## src/rtl/ram_reader_pkg.sv

```systemverilog
// Shared types and constants for the RAM stream reader.
package ram_reader_pkg;

  typedef enum logic [1:0] {
    IDLE  = 2'd0,
    READ  = 2'd1,
    DRAIN = 2'd2,
    DONE  = 2'd3
  } rd_state_e;

  localparam int RD_FIFO_DEPTH = 2;

endpackage

```

## src/rtl/ram_reader_fifo.sv

```systemverilog
// Two-entry shifting FIFO; the head entry is a register so the stream outputs
// come straight from flops.
module ram_reader_fifo
  import ram_reader_pkg::*;
#(
  parameter int DWIDTH = 16
) (
  input  logic                                   clk,
  input  logic                                   rst_n,
  input  logic                                   push_i,
  input  logic [DWIDTH-1:0]                      din_i,
  input  logic                                   pop_i,
  output logic [DWIDTH-1:0]                      dout_o,
  output logic                                   valid_o,
  output logic [$clog2(RD_FIFO_DEPTH+1)-1:0]     count_o
);

  localparam int CW = $clog2(RD_FIFO_DEPTH + 1);

  logic [DWIDTH-1:0] head_q, head_d, tail_q, tail_d;
  logic              v0_q, v0_d, v1_q, v1_d;

  always_comb begin
    head_d = head_q;
    tail_d = tail_q;
    v0_d   = v0_q;
    v1_d   = v1_q;
    if (pop_i && v0_q) begin
      head_d = tail_q;
      v0_d   = v1_q;
      v1_d   = 1'b0;
    end
    // A push lands in the first free slot after any pop has shifted the queue.
    if (push_i) begin
      if (!v0_d) begin
        head_d = din_i;
        v0_d   = 1'b1;
      end else begin
        tail_d = din_i;
        v1_d   = 1'b1;
      end
    end
  end

  always_ff @(posedge clk or negedge rst_n) begin
    if (!rst_n) begin
      head_q <= '0;
      tail_q <= '0;
      v0_q   <= 1'b0;
      v1_q   <= 1'b0;
    end else begin
      head_q <= head_d;
      tail_q <= tail_d;
      v0_q   <= v0_d;
      v1_q   <= v1_d;
    end
  end

  assign dout_o  = head_q;
  assign valid_o = v0_q;
  assign count_o = CW'(v0_q) + CW'(v1_q);

endmodule

```

## src/rtl/ram_stream_reader.sv

```systemverilog
// Walks a contiguous RAM address range and streams the words out with backpressure.
// RAM_READER_WRAP_EN: wrap addresses modulo RAM_DEEP and never reject a command.
//   state | meaning
//   IDLE  | waiting for start
//   READ  | issuing reads while credit allows
//   DRAIN | all reads issued, waiting for the last handshake
//   DONE  | one-cycle done pulse
module ram_stream_reader
  import ram_reader_pkg::*;
#(
  parameter int RAM_DEEP = 40,
  parameter int DWIDTH   = 16,
  parameter int AWIDTH   = $clog2(RAM_DEEP)
) (
  input  logic              clk,
  input  logic              rst_n,
  input  logic              start,
  input  logic [AWIDTH-1:0] base_addr,
  input  logic [AWIDTH:0]   length,
  output logic              busy,
  output logic              done,
  output logic              err,
  output logic              ram_re,
  output logic [AWIDTH-1:0] ram_addr,
  input  logic [DWIDTH-1:0] ram_dout,
  input  logic              ram_dvalid,
  output logic [DWIDTH-1:0] m_data,
  output logic              m_valid,
  input  logic              m_ready,
  output logic              m_last
);

  localparam int CW = $clog2(RD_FIFO_DEPTH + 1);

  rd_state_e         state_q, state_d;
  logic [AWIDTH-1:0] addr_q, addr_d, addr_inc;
  logic [AWIDTH:0]   rem_q, rem_d, len_q, len_d, beat_q, beat_d;
  logic              inflight_q, busy_q, busy_d, done_q, done_d, err_q, err_d;
  logic [CW-1:0]     fifo_count;
  logic [2:0]        occ;
  logic              pop, push, issue, illegal;

`ifdef RAM_READER_WRAP_EN
  assign addr_inc = (addr_q == AWIDTH'(RAM_DEEP - 1)) ? '0 : addr_q + 1'b1;
  assign illegal  = 1'b0;
`else
  localparam logic [AWIDTH+1:0] DEEP_W = (AWIDTH+2)'(RAM_DEEP);
  assign addr_inc = addr_q + 1'b1;
  assign illegal  = ({2'b00, base_addr} >= DEEP_W) ||
                    (({2'b00, base_addr} + {1'b0, length}) > DEEP_W);
`endif

  assign pop    = m_valid & m_ready;
  assign push   = ram_dvalid && (state_q == READ || state_q == DRAIN);
  // Words already committed: FIFO contents plus the word returning this cycle.
  assign occ    = 3'(fifo_count) + 3'(inflight_q) - 3'(pop);
  assign issue  = (state_q == READ) && (occ < 3'd2);
  assign m_last = m_valid && (beat_q == len_q - 1'b1);

  always_comb begin
    state_d = state_q;
    addr_d  = addr_q;
    rem_d   = rem_q;
    len_d   = len_q;
    beat_d  = beat_q;
    err_d   = 1'b0;
    case (state_q)
      IDLE: begin
        if (start) begin
          if (length == '0) begin
            state_d = DONE;
          end else if (illegal) begin
            err_d = 1'b1;
          end else begin
            addr_d  = base_addr;
            rem_d   = length;
            len_d   = length;
            beat_d  = '0;
            state_d = READ;
          end
        end
      end
      READ: begin
        if (issue) begin
          addr_d = addr_inc;
          rem_d  = rem_q - 1'b1;
          if (rem_q == 1) state_d = DRAIN;
        end
        if (pop) beat_d = beat_q + 1'b1;
      end
      DRAIN: begin
        if (pop) begin
          beat_d = beat_q + 1'b1;
          if (m_last) state_d = DONE;
        end
      end
      DONE:    state_d = IDLE;
      default: state_d = IDLE;
    endcase
    busy_d = (state_d == READ) || (state_d == DRAIN);
    done_d = (state_d == DONE);
  end

  always_ff @(posedge clk or negedge rst_n) begin
    if (!rst_n) begin
      state_q    <= IDLE;
      addr_q     <= '0;
      rem_q      <= '0;
      len_q      <= '0;
      beat_q     <= '0;
      inflight_q <= 1'b0;
      busy_q     <= 1'b0;
      done_q     <= 1'b0;
      err_q      <= 1'b0;
    end else begin
      state_q    <= state_d;
      addr_q     <= addr_d;
      rem_q      <= rem_d;
      len_q      <= len_d;
      beat_q     <= beat_d;
      inflight_q <= issue;
      busy_q     <= busy_d;
      done_q     <= done_d;
      err_q      <= err_d;
    end
  end

  ram_reader_fifo #(.DWIDTH(DWIDTH)) u_fifo (
    .clk     (clk),
    .rst_n   (rst_n),
    .push_i  (push),
    .din_i   (ram_dout),
    .pop_i   (pop),
    .dout_o  (m_data),
    .valid_o (m_valid),
    .count_o (fifo_count)
  );

  assign ram_re   = issue;
  assign ram_addr = addr_q;
  assign busy     = busy_q;
  assign done     = done_q;
  assign err      = err_q;

endmodule

```

## config.mk

```make
export PLATFORM = sky130hd
export DESIGN_NAME = ram_stream_reader
export DESIGN_NICKNAME = d
export VERILOG_FILES = /design/src/rtl/ram_reader_pkg.sv /design/src/rtl/ram_reader_fifo.sv /design/src/rtl/ram_stream_reader.sv
export SDC_FILE = /design/constraint.sdc
export NUM_CORES = 1
export LEC_CHECK = 0
export CORE_MARGIN = 2
export CORE_UTILIZATION = 57
export CTS_BUF_LIST = sky130_fd_sc_hd__clkbuf_4
export DETAILED_ROUTE_END_ITERATION = 8
export DONT_BUFFER_PORTS = 1
export PLACE_DENSITY = 0.72
export SYNTH_ARGS = -nofsm -noshare
export SYNTH_HDL_FRONTEND = slang
export SYNTH_SLANG_ARGS = --single-unit
```

## constraint.sdc

```tcl
create_clock -name clk -period 7.2 [get_ports clk]
set_input_delay 1.44 -clock clk [delete_from_list [all_inputs] [get_ports clk]]
set_output_delay 1.44 -clock clk [all_outputs]
set_load 0.02 [all_outputs]
```

Yosys cells after proc, flatten, opt, wreduce, memory -nomap -nowiden

Index checks and enable logic that the tools add are counted.

Register bits after elaboration: 67
Input bits: 34
Logic and storage cells: 91
Output and inout bits: 28

Multiplexer cells: 35
Equal/unequal tests: 13
Reductions and logical operators: 16
Order comparisons: 3
Add/subtract/negate cells: 8
Bitwise operators: 3

Operator list:

| kind                                                                            | count |
|---|---|
| 7-bit two-way mux                                                               | 8 |
| 16-bit two-way mux                                                              | 3 |
| 7-bit one-hot mux with 2 select lines                                           | 2 |
| 6-bit two-way mux                                                               | 4 |
| 2-bit two-way mux                                                               | 7 |
| 7-bit by 1-bit subtractor with 7-bit output, second input constant              | 2 |
| 6-bit one-hot mux with 2 select lines                                           | 1 |
| 5-bit AND reduction                                                             | 2 |
| 1-bit two-way mux                                                               | 9 |
| 6-bit by 7-bit adder with 8-bit output                                          | 1 |
| 2-bit equality test, second input constant                                      | 4 |
| 8-bit by 6-bit greater-than comparator with 1-bit output, second input constant | 1 |
| 2-bit inequality test, second input constant                                    | 4 |
| 2-bit one-hot mux with 4 select lines                                           | 1 |
| 7-bit by 1-bit adder with 7-bit output, second input constant                   | 1 |
| 7-bit by 1-bit equality test with 1-bit output, second input constant           | 1 |
| 7-bit equality test                                                             | 1 |
| 7-bit zero test                                                                 | 1 |
| 6-bit by 1-bit adder with 6-bit output, second input constant                   | 1 |
| 6-bit greater-or-equal comparator, second input constant                        | 1 |
| 2-bit by 1-bit equality test with 1-bit output, second input constant           | 2 |
| 1-bit logical AND                                                               | 4 |
| 4-bit AND reduction                                                             | 1 |
| 2-bit nonzero test                                                              | 2 |
| 11 further kinds                                                                | 14 |

Longest topological paths before layout

Depth in word-level cells: 9
Depth in mapped cells: 15
Mapped depth without buffers: 13

Hierarchy

From an unflattened synthesis, not the netlist that was laid out.

Cell total of the unflattened synthesis: 361
Area, all modules: 4023.9 um2

By module, submodules not included:

| module            | area an instance (um2) | instances | cells an instance | seq. area each (um2) |
|---|---|---|---|---|
| ram_stream_reader | 2444.8                 | 1         | 267               | 825.8 |
| ram_reader_fifo   | 1579.0                 | 1         | 94                | 850.8 |

Worst setup path after synthesis

Ideal clock, no wire load.

Kind: input port to output port
Start: in m_ready
End: out ram_re
Arrival: 3.662 ns
Data required time: 5.760 ns
Stages: 9
Path buffers: 2
Slack: 2.098 ns
Cells stage by stage: nand2_1 inv_1 buf_4 buf_1 ha_1 inv_1 ha_1 a21oi_1 mux2i_1

Longest elaborated chain between the ends: 4

Ends and longest elaborated chain:

| element                                               | line                    | text |
|---|---|---|
| start: declaration                                    | ram_stream_reader.sv:29 | `input logic m_ready,` |
| 1-bit bitwise AND                                     | ram_stream_reader.sv:53 | `assign pop = m_valid & m_ready;` |
| 3-bit by 1-bit subtractor with 3-bit output           | ram_stream_reader.sv:56 | `assign occ = 3'(fifo_count) + 3'(inflight_q) - 3'(pop);` |
| 3-bit by 2-bit less-than comparator with 1-bit output | ram_stream_reader.sv:57 | `assign issue = (state_q == READ) && (occ < 3'd2);` |
| 1-bit logical AND                                     | ram_stream_reader.sv:57 |  |
| end: declaration                                      | ram_stream_reader.sv:23 | `output logic ram_re,` |

Every way passes these cells.

Final worst setup path

Ends and elaborated chain as after synthesis.

==> summary.txt <==
Setup path
  – Worst-case reg-to-reg path depth: 13
  – CP Launch Type: input pin
  – Crit path to: ram_re
  – Critical path launch point: m_ready
  – R2R Setup Slk: about 4.0 ns
  – Crit path kind: input pin to output pin
  – Reg-to-reg critical path endpoint: ram_addr[5]$_DFFE_PN0P_
  – WP data arrival: 2.81 ns
  – Critical R2R Launch: u_fifo.valid_o$_DFF_PN0_
  – Crit. End Element: output pin
  – Worst-path maximum fanout: 8
  – CP required: 5.76 ns

Global route
  – Largest net degree at the start of global routing: 68
  – Initial antenna violation count: 0
  – Total GRT Usage: about a quarter
  – First-pass GRT wire length: between 10,000 and 15,000 um
  – Gr ovfl total: 0
  – Vias in the first global route: between 2k and 3k

Final layout
  – Final instance area: 4220 sq um
  – Synth-to-layout area growth: 5.88%
  – Most frequent cells in the layout: dfrtp_1 (67), nand2_1 (46), o21ai_0 (35), mux2_2 (24)
  – Commonest non-fill, non-tap cell in the layout: dfrtp_1
  – Diodes inserted: 0
  – Nets: about 460
  – Final core utilization: between 60 and 70%
  – Non-Filler Instances: roughly 500
  – Layout filler cell count: approximately 560
  – Share of cells above drive strength 1: 13.5%

Clock tree
  – TritonCTS clock tree: built
  – Cts bufs inserted: 9
  – Clk slew on worst S/H paths: ~0.10 ns
  – Worst-Skew Late Latency: roughly 0.43 ns
  – Post-cts repair resize count: 0
  – Setup bufs post-CTS: 0
  – Cts hold-fix bufs: 0
  – Clk sinks: 67
  – Root Buffer Master: clkbuf_4
  – H-tree levels: 3
  – Max Root-Sink Buffers: 2

Pwr
  – Combinational power share: 38.7%
  – Internal: ~1 mW
  – Leakage: 1.78 nW
  – PD cells: between 400 and 500 nW/um^2
  – Final Power: 1.72 mW
  – Sequential Power Share: between 40% and 50%
  – Sw Pwr: roughly 0.73 mW
  – Sw frac: a little over two fifths
  – Clock share of power: between 10% and 20%
  – VDD IR max: 231 uV

Yosys
  – Yosys reg bits: 67
  – Syn Inst Count: around 400
  – Synth warnings: 0
  – Simple-gate share of the synthesized area: about 17%
  – Syn avg cell area: 9.90 sq um
  – Post-synthesis adder-cell area fraction: around 6.5%
  – Synth Area in XOR/XNOR: approximately 2.4%
  – Yosys cell types: 63
  – Compound-cell area share of the yosys netlist: 16.0%
  – Main synth FF type: dfrtp_1
  – Sequential share of the synthesized area: between 40% and 50%
  – Mux cell area share after synthesis: between 10% and 20%
  – Mapped cell area: roughly 4000 sq um
  – Synth async-reset ratio: 100%
  – Mapped Nets: 456
  – Post-synth EDFFs: 0
  – Largest family of logic cells by synthesized area: simple AND/OR/NAND/NOR gates

STA
  – RSZ-0062 raised after global routing: false
  – Max Clock Skew: around 0.017 ns
  – Relative slew margins: approximately a third
  – Fmax: around 0.24 GHz
  – Setup tns final: 0 ns
  – Period utilisation layout: between 50% and 60%
  – Post-route setup slack: approximately 3.0 ns
  – Final Hold Viols: 0
  – Slew @ Worst Pin: 1.03 ns
  – Fin Hold WS: approximately 0.52 ns
  – Max-slew violations: 0
  – Min Tclk post-route: 4.25 ns
  – Final count of negative-setup-slack endpoints: 0

Placement
  – Area after DPL: between 4000 and 5000 sq um
  – Final GP Congestion: slightly above 0.9
  – Count of buffers from port buffering: 0
  – Placed Instances: about 500
  – HPWL Detailed: 6110 um
  – Post-Place Worst Slack: 2.93 ns

Drt
  – DR pass1 iterations: 5
  – DR vias: roughly 3.0k
  – Post-route ant nets: 0
  – DRC: 0
  – Routed WL: ~8500 um
  – Wire per inst: 16.9 um
  – DRT iter0 DRCs: between 100 and 150
  – Vias per cell: 5.92

Die
  – Die height: between 80 and 90 um
  – Die area: 7670 sq um
  – Core footprint: between 6000 and 7000 sq um
  – # IOs: between 60 and 70
  – Cell Rows: 30
  – Die Width: around 90 um
  – Starting Density: 58.6%

Worst hold path
  – Min-delay worst type: register to register

Outcome
  – Result of the run: finished clean

Flow run
  – # Max-Cap Violations: 0
## state kept, by name, summed over array words and instances, names as in the netlist
name,cells
rem_q,7
busy,1
len_q,7
err,1
u_fifo.valid_o,1
u_fifo.dout_o,16
beat_q,7
inflight_q,1
ram_addr,6
state_q,2
u_fifo.v1_q,1
done,1
u_fifo.tail_q,16
## cells by family (layout without fill, tap and decap cells)
kind of cell	after synthesis	in the layout
buffers and inverters	31	36
AND/OR/NAND/NOR	137	137
XOR/XNOR	11	11
multiplexers	46	46
AO/OA/AOI/OAI	90	90
adder cells (fa/ha/maj)	20	20
flip-flops	67	67
## area by class of cell
cell class	instances	area (sq um)	share of cell area, %
Clock inverter	6	90.1	2.14
Multi-Input combinational cell	304	2170	51.5
Clock buffer	10	75.1	1.78
Sequential cell	67	1680	39.8
Inverter	18	67.6	1.60
Timing Repair Buffer	2	15.0	0.356
Tap cell	96	120	2.85
## routing by layer
| metal | track usage (%) | wire [um] |
|---|---|---|
| met5 | 0 | 0 |
| met4 | 10.1 | 175 |
| met3 | 7.73 | 592 |
| met2 | 38.7 | 4080 |
| met1 | 28.8 | 3670 |
## synth_stat cells (3+ instances only)
| master | count | area (sq um) |
|---|---|---|
| clkbuf_1 | 8 | 30.0 |
| nor3_1 | 11 | 55.1 |
| a31oi_1 | 4 | 25.0 |
| a211oi_1 | 4 | 30.0 |
| inv_1 | 18 | 67.6 |
| o21a_1 | 4 | 30.0 |
| a311oi_1 | 3 | 26.3 |
| xor2_1 | 6 | 52.6 |
| or3_1 | 4 | 25.0 |
| nand3_1 | 17 | 85.1 |
| mux2_2 | 24 | 270 |
| nand2_1 | 46 | 173 |
| ha_1 | 19 | 238 |
| nand2b_1 | 4 | 25.0 |
| xnor2_1 | 5 | 43.8 |
| dfrtp_1 | 67 | 1680 |
| mux2i_1 | 22 | 220 |
| a22o_1 | 4 | 35.0 |
| nor2b_1 | 6 | 37.5 |
| and2_1 | 4 | 25.0 |
| and3_1 | 4 | 25.0 |
| nor2_1 | 23 | 86.3 |
| o21ai_0 | 35 | 175 |
| a21oi_1 | 9 | 45.0 |
| o31ai_1 | 3 | 22.5 |
## power groups by stage
stage          sequential (mW)  combinational [mW]  clock, mW
2_1_floorplan            0.729               0.559          0
3_3_place_gp             0.764               0.635          0
3_5_place_dp             0.772               0.663          0
4_1_cts                  0.764               0.667      0.294
5_1_grt                  0.792               0.751      0.308
6_report                 0.764               0.664      0.287
## how the worst min path moves through the flow
stage / startpoint / to / slack (ns) / depth (start not counted)
6_report: u_fifo.tail_q[10]$_DFFE_PN0P_ / u_fifo.tail_q[10]$_DFFE_PN0P_ / 0.52 / 1
5_1_grt: u_fifo.tail_q[2]$_DFFE_PN0P_ / u_fifo.tail_q[2]$_DFFE_PN0P_ / 0.54 / 1
4_1_cts: u_fifo.tail_q[4]$_DFFE_PN0P_ / u_fifo.tail_q[4]$_DFFE_PN0P_ / 0.52 / 1
3_5_place_dp: u_fifo.tail_q[4]$_DFFE_PN0P_ / u_fifo.tail_q[4]$_DFFE_PN0P_ / 0.50 / 1
3_3_place_gp: u_fifo.tail_q[8]$_DFFE_PN0P_ / u_fifo.tail_q[8]$_DFFE_PN0P_ / 0.49 / 1
2_1_floorplan: u_fifo.tail_q[10]$_DFFE_PN0P_ / u_fifo.tail_q[10]$_DFFE_PN0P_ / 0.48 / 1
## worst max-delay path, stage by stage
cell,delay [ns]
nand2_1,0.14
inv_1,0.08
ha_1,0.28
inv_1,0.04
ha_1,0.26
a21oi_1,0.16
mux2i_1,0.20
buf_4,0.20
No activity file was read; power rests on OpenSTA's default activity.
